File: config.mk
export PLATFORM = sky130hd
export DESIGN_NAME = rtc_calendar_counter
export DESIGN_NICKNAME = d
export VERILOG_FILES = /design/src/rtl/rtc_calendar_counter.sv
export SDC_FILE = /design/constraint.sdc
export NUM_CORES = 1
export LEC_CHECK = 0
export BUFFER_PORTS_ARGS = -buffer_cell sky130_fd_sc_hd__buf_2
export CAP_MARGIN = 15
export CORE_ASPECT_RATIO = 1.2
export CORE_MARGIN = 4
export CORE_UTILIZATION = 55
export DETAILED_ROUTE_END_ITERATION = 10
export MAX_ROUTING_LAYER = met4
export PLACE_DENSITY_LB_ADDON = 0.08
export SLEW_MARGIN = 20
export SYNTH_ARGS = -nofsm -noshare
export SYNTH_HDL_FRONTEND = slang
export SYNTH_SLANG_ARGS = --single-unit
File: constraint.sdc
create_clock -name secclk -period 11.5 [get_ports secclk]
set_input_delay 0 -clock secclk [delete_from_list [all_inputs] [get_ports secclk]]
set_output_delay 0 -clock secclk [all_outputs]
set_load 0.1 [all_outputs]
File: src/rtl/rtc_calendar_counter.sv
// Calendar / time-of-day counter with prescaler, validated set port,
// Gregorian leap rules and single-cycle carry pulses.
module rtc_calendar_counter #(
   parameter int unsigned TICK_DIV   = 1,
   parameter int unsigned YEAR_W     = 16,
   parameter int unsigned INIT_YEAR  = 2023,
   parameter int unsigned INIT_MONTH = 5,
   parameter int unsigned INIT_DAY   = 9,
   parameter int unsigned INIT_WEEK  = 2
) (
   input  logic              secclk,
   input  logic              rst,
   input  logic              run,
   input  logic              set_valid,
   input  logic [YEAR_W-1:0] set_year,
   input  logic [3:0]        set_month,
   input  logic [4:0]        set_day,
   input  logic [4:0]        set_hour,
   input  logic [5:0]        set_minute,
   input  logic [5:0]        set_second,
   input  logic [2:0]        set_week,
   output logic [YEAR_W-1:0] year,
   output logic [3:0]        month,
   output logic [4:0]        day,
   output logic [4:0]        hour,
   output logic [5:0]        minute,
   output logic [5:0]        second,
   output logic [2:0]        week,
   output logic              sec_tick,
   output logic              min_carry,
   output logic              hour_carry,
   output logic              day_carry,
   output logic              set_ok,
   output logic              set_err
);

   localparam int unsigned PRESC_W = (TICK_DIV > 1) ? $clog2(TICK_DIV) : 1;

   logic [PRESC_W-1:0] r_presc;
   logic [YEAR_W-1:0]  r_year;
   logic [3:0]         r_month;
   logic [4:0]         r_day;
   logic [4:0]         r_hour;
   logic [5:0]         r_minute;
   logic [5:0]         r_second;
   logic [2:0]         r_week;
   logic               r_sec_tick;
   logic               r_min_carry;
   logic               r_hour_carry;
   logic               r_day_carry;
   logic               r_set_ok;
   logic               r_set_err;

   logic               w_tick;
   logic               w_set_good;
   logic [4:0]         w_dim_cur;
   logic [4:0]         w_dim_set;

   function automatic logic is_leap(input logic [YEAR_W-1:0] y);
      logic [YEAR_W-1:0] r100;
      logic [YEAR_W-1:0] r400;
      r100 = y % YEAR_W'(100);
      r400 = y % YEAR_W'(400);
      return (y[1:0] == 2'd0) && ((r100 != '0) || (r400 == '0));
   endfunction

   function automatic logic [4:0] days_in_month(input logic [3:0] m, input logic [YEAR_W-1:0] y);
      logic [4:0] d;
      case (m)
         4'd2:                     d = is_leap(y) ? 5'd29 : 5'd28;
         4'd4, 4'd6, 4'd9, 4'd11:  d = 5'd30;
         default:                  d = 5'd31;
      endcase
      return d;
   endfunction

   assign w_tick    = run && (r_presc == PRESC_W'(TICK_DIV - 1));
   assign w_dim_cur = days_in_month(r_month, r_year);
   assign w_dim_set = days_in_month(set_month, set_year);

   assign w_set_good = (set_month >= 4'd1) && (set_month <= 4'd12)
                    && (set_day >= 5'd1) && (set_day <= w_dim_set)
                    && (set_hour <= 5'd23) && (set_minute <= 6'd59)
                    && (set_second <= 6'd59)
                    && (set_week >= 3'd1) && (set_week <= 3'd7);

   // Reset > accepted set > tick; a rejected set lets the prescaler run on.
   always_ff @(posedge secclk) begin
      if (rst) begin
         r_presc      <= '0;
         r_year       <= YEAR_W'(INIT_YEAR);
         r_month      <= 4'(INIT_MONTH);
         r_day        <= 5'(INIT_DAY);
         r_hour       <= 5'd0;
         r_minute     <= 6'd0;
         r_second     <= 6'd0;
         r_week       <= 3'(INIT_WEEK);
         r_sec_tick   <= 1'b0;
         r_min_carry  <= 1'b0;
         r_hour_carry <= 1'b0;
         r_day_carry  <= 1'b0;
         r_set_ok     <= 1'b0;
         r_set_err    <= 1'b0;
      end else begin
         r_sec_tick   <= 1'b0;
         r_min_carry  <= 1'b0;
         r_hour_carry <= 1'b0;
         r_day_carry  <= 1'b0;
         r_set_ok     <= 1'b0;
         r_set_err    <= 1'b0;
         if (set_valid && w_set_good) begin
            r_presc  <= '0;
            r_year   <= set_year;
            r_month  <= set_month;
            r_day    <= set_day;
            r_hour   <= set_hour;
            r_minute <= set_minute;
            r_second <= set_second;
            r_week   <= set_week;
            r_set_ok <= 1'b1;
         end else begin
            r_set_err <= set_valid;
            if (w_tick) begin
               r_presc    <= '0;
               r_sec_tick <= 1'b1;
               // Whole cascade resolves on this edge.
               if (r_second >= 6'd59) begin
                  r_second    <= 6'd0;
                  r_min_carry <= 1'b1;
                  if (r_minute >= 6'd59) begin
                     r_minute     <= 6'd0;
                     r_hour_carry <= 1'b1;
                     if (r_hour >= 5'd23) begin
                        r_hour      <= 5'd0;
                        r_day_carry <= 1'b1;
                        r_week      <= (r_week >= 3'd7) ? 3'd1 : r_week + 3'd1;
                        if (r_day >= w_dim_cur) begin
                           r_day <= 5'd1;
                           if (r_month >= 4'd12) begin
                              r_month <= 4'd1;
                              r_year  <= r_year + YEAR_W'(1);
                           end else begin
                              r_month <= r_month + 4'd1;
                           end
                        end else begin
                           r_day <= r_day + 5'd1;
                        end
                     end else begin
                        r_hour <= r_hour + 5'd1;
                     end
                  end else begin
                     r_minute <= r_minute + 6'd1;
                  end
               end else begin
                  r_second <= r_second + 6'd1;
               end
            end else if (run) begin
               r_presc <= r_presc + PRESC_W'(1);
            end
         end
      end
   end

   assign year       = r_year;
   assign month      = r_month;
   assign day        = r_day;
   assign hour       = r_hour;
   assign minute     = r_minute;
   assign second     = r_second;
   assign week       = r_week;
   assign sec_tick   = r_sec_tick;
   assign min_carry  = r_min_carry;
   assign hour_carry = r_hour_carry;
   assign day_carry  = r_day_carry;
   assign set_ok     = r_set_ok;
   assign set_err    = r_set_err;

endmodule

==> flow_summary.yaml <==
grt:
  antenna_found_initial: 0
  grt-ovfl-total: 0
  grt_pass1_wl_um: 35900
  grt_usage_pct: 27.7
  grt_max_degree: 57
  grt_pass1_vias: 7451
timing:
  finalCritPeriodShare_pct: 85.5
  tns_ns: 0
  layout_min_cycle_time_ns: 9.83
  maxSlewHeadroom_pct: 37.7
  hold_viol: 0
  setup_viol: 0
  fin_ws_ns: 1.67
  fin_skew_ns: 0.00734
  max_slew.worst_pin.slew_ns: 0.934
  grt_setup_unrepaired: "false"
  fmax_mhz: 102
  slew_viol_final: 0
floorplanning:
  die_x_um: 114
  initial_utilization_pct: 56.3
  die_h_um: 136
  fp.dieArea_um2: 15500
  ios: 100
  rows: 46
  core_um2: 13200
yosys:
  synth_common_cells: "106 x nor2_1, 105 x nand2_1, 68 x a21oi_1"
  synth_area_um2: 7450
  ys_types: 97
  synthArstFlopShare_pct: 0
  seq_area_frac_synth_pct: 14.0
  synthFlopType: "dfxtp_1"
  yosysMostFrequentCell: "nor2_1"
  synth_top_area_share_pct: 14.0
  synth_top_cell_by_area: "dfxtp_1"
  yosysWarnings: 0
  syn_avg_cell_area_um2: 6.85
  synth_edf_count: 0
  syn_nets: 1154
  synthTopCellsByArea: "dfxtp_1 14%, nor2_1 5.3%, nand2_1 5.3%"
  synth.ff_latch_count: 52
  syn_inst: 1089
status:
  status: "completed"
placement:
  hpwl_um: 15700
  placement.io_buffers: 99
  preCtsSetupSlack_ns: 1.53
  gp_congestion: 0.940
pwr:
  p_leak_nw: 3.12
  vdd_drop_max_mv: 0.155
  power.density_nw_per_um2: 117
cts:
  cts_tree: "done"
  clockRootBuffer: "clkbuf_16"
  cts_buffers: 5
  clk_latency_ns: 0.29
  clkSinkCount: 52
  cts.clk_slew.worst_paths_ns: 0.07
  cts_buffer_depth: 2
  cts.htree.levels: 2
job:
  maxCapViolCount: 0
setup_path:
  end_kind: "flip-flop"
  start_kind: "input port"
  cp_max_fo: 56
  slowest_stage: "nor3_1"
  path_class: "in2reg"
  crit_top_cell: "nand2_1"
  crit_path_max_incr_delay_ns: 0.71
  crit_required_ns: 11.68
  worstPathArrival_ns: 10.01
final_layout:
  antenna-diode-count: 0
  drive_gt1_share_pct: 14.1
  final_nets: 1200
  fillers: 1318
  register_area_um2: 1040
  multi_input_area_um2: 6000
  syn2layout_area_growth_pct: 9.30
drt:
  antenna_left: 0
  drt_iter0_drc: 890
  vias_per_cell: 6.51
  wl_per_cell_um: 16.5
  drt-total-wl_um: 21600
  num_vias: 8487
  drtPass1Iterations: 5
  drc: 0
hold_path:
  hold_class: "in2reg"
[where the power goes]
group          switching (mW)  total (mW)  internal, mW
Combinational           0.381       0.607         0.225
Clock                  0.0700       0.152        0.0816
Sequential            0.00672       0.192         0.185
Total                   0.458       0.950         0.492
[placed cells by master, fill, tap and decap left out, types with 14 or more instances in the layout]
| cell type | Yosys | layout |
|---|---|---|
| or2_2 | 16 | 16 |
| dfxtp_1 | 52 | 52 |
| nor2_1 | 106 | 106 |
| nand2_1 | 105 | 105 |
| a31oi_1 | 17 | 17 |
| xnor2_1 | 28 | 28 |
| o22ai_1 | 14 | 14 |
| a211oi_1 | 18 | 18 |
| nor3_1 | 37 | 37 |
| o211ai_1 | 22 | 22 |
| nand2b_1 | 24 | 24 |
| buf_2 | 13 | 99 |
| nand3_1 | 53 | 53 |
| a21oi_1 | 68 | 68 |
| ha_1 | 16 | 16 |
| inv_1 | 29 | 29 |
| a211o_1 | 19 | 19 |
| nor2b_1 | 16 | 16 |
| and2_1 | 18 | 18 |
| mux2i_1 | 15 | 15 |
| and3_1 | 14 | 14 |
| o21ai_0 | 65 | 65 |
[per-layer routing]
metal  vias up  wire [µm]  global-route usage, %
li1       4255          -                      -
met1      3919       9780                   36.8
met2       280      10300                   45.1
met3        33       1100                   2.95
met4         0        371                   6.67
met5         -          0                      -
[logic make-up (layout without fill, tap and decap cells)]
family / Yosys count / after routing / synth area share (%)
simple gates: 456 / 456 / 30.4
flops: 52 / 52 / 14.0
compound gates: 402 / 402 / 39.8
buf+inv: 105 / 152 / 5.61
fa+ha+maj: 21 / 21 / 3.37
mux: 19 / 19 / 2.77
xor+xnor: 34 / 34 / 4.10
[worst paths after layout]
check                    start        to  slack, ns  cells after the start
setup / recovery  set_year[11]   year[1]       1.67                     33
hold / removal    set_month[1]  month[1]       0.02                      3
setup reg to reg      year[11]   year[1]       2.32                     29
hold reg to reg        r_presc   r_presc       0.50                      1
[sequential cells by signal (all words and copies together) (netlist names), 3 cells and up]
register / cells
year: 16
minute: 6
second: 6
day: 5
hour: 5
month: 4
week: 3
[timing repair]
item | in CTS | in global routing
hold buffers | 11 | 0
gates resized for setup | 0 | 0
hold endpoints to repair | 11 | 0
setup buffers | 0 | 0
[through the flow]
step	hold WS (ns)	instances	total power, mW	area (µm²)	utilization (%)
2_1_floorplan	0.0767	1089	0.686	7450	-
5_1_grt	0.0452	1304	1.02	8150	61.6
3_5_place_dp	0.195	1285	0.788	7890	59.6
4_1_cts	0.0158	1304	0.944	8150	61.6
3_3_place_gp	0.193	1285	0.787	7890	59.6
6_report	0.0177	1304	0.950	8150	61.6
[cell type report]
cell class	instances	area share (%)
Tap cell	168	2.58
Clock inverter	3	0.276
Inverter	31	1.43
Sequential cell	52	12.8
Timing Repair Buffer	113	7.71
Multi-Input combinational cell	932	73.7
Clock buffer	5	1.54
[critical path, delay by kind of cell]
kind | cells | cell delay (ns)
AND/OR/NAND/NOR | 13 | 4.28
AO/OA/AOI/OAI | 15 | 3.75
multiplexers | 2 | 0.90
buffers and inverters | 2 | 0.77
adder cells (fa/ha/maj) | 1 | 0.30
Power figures use the tool's default switching activity.
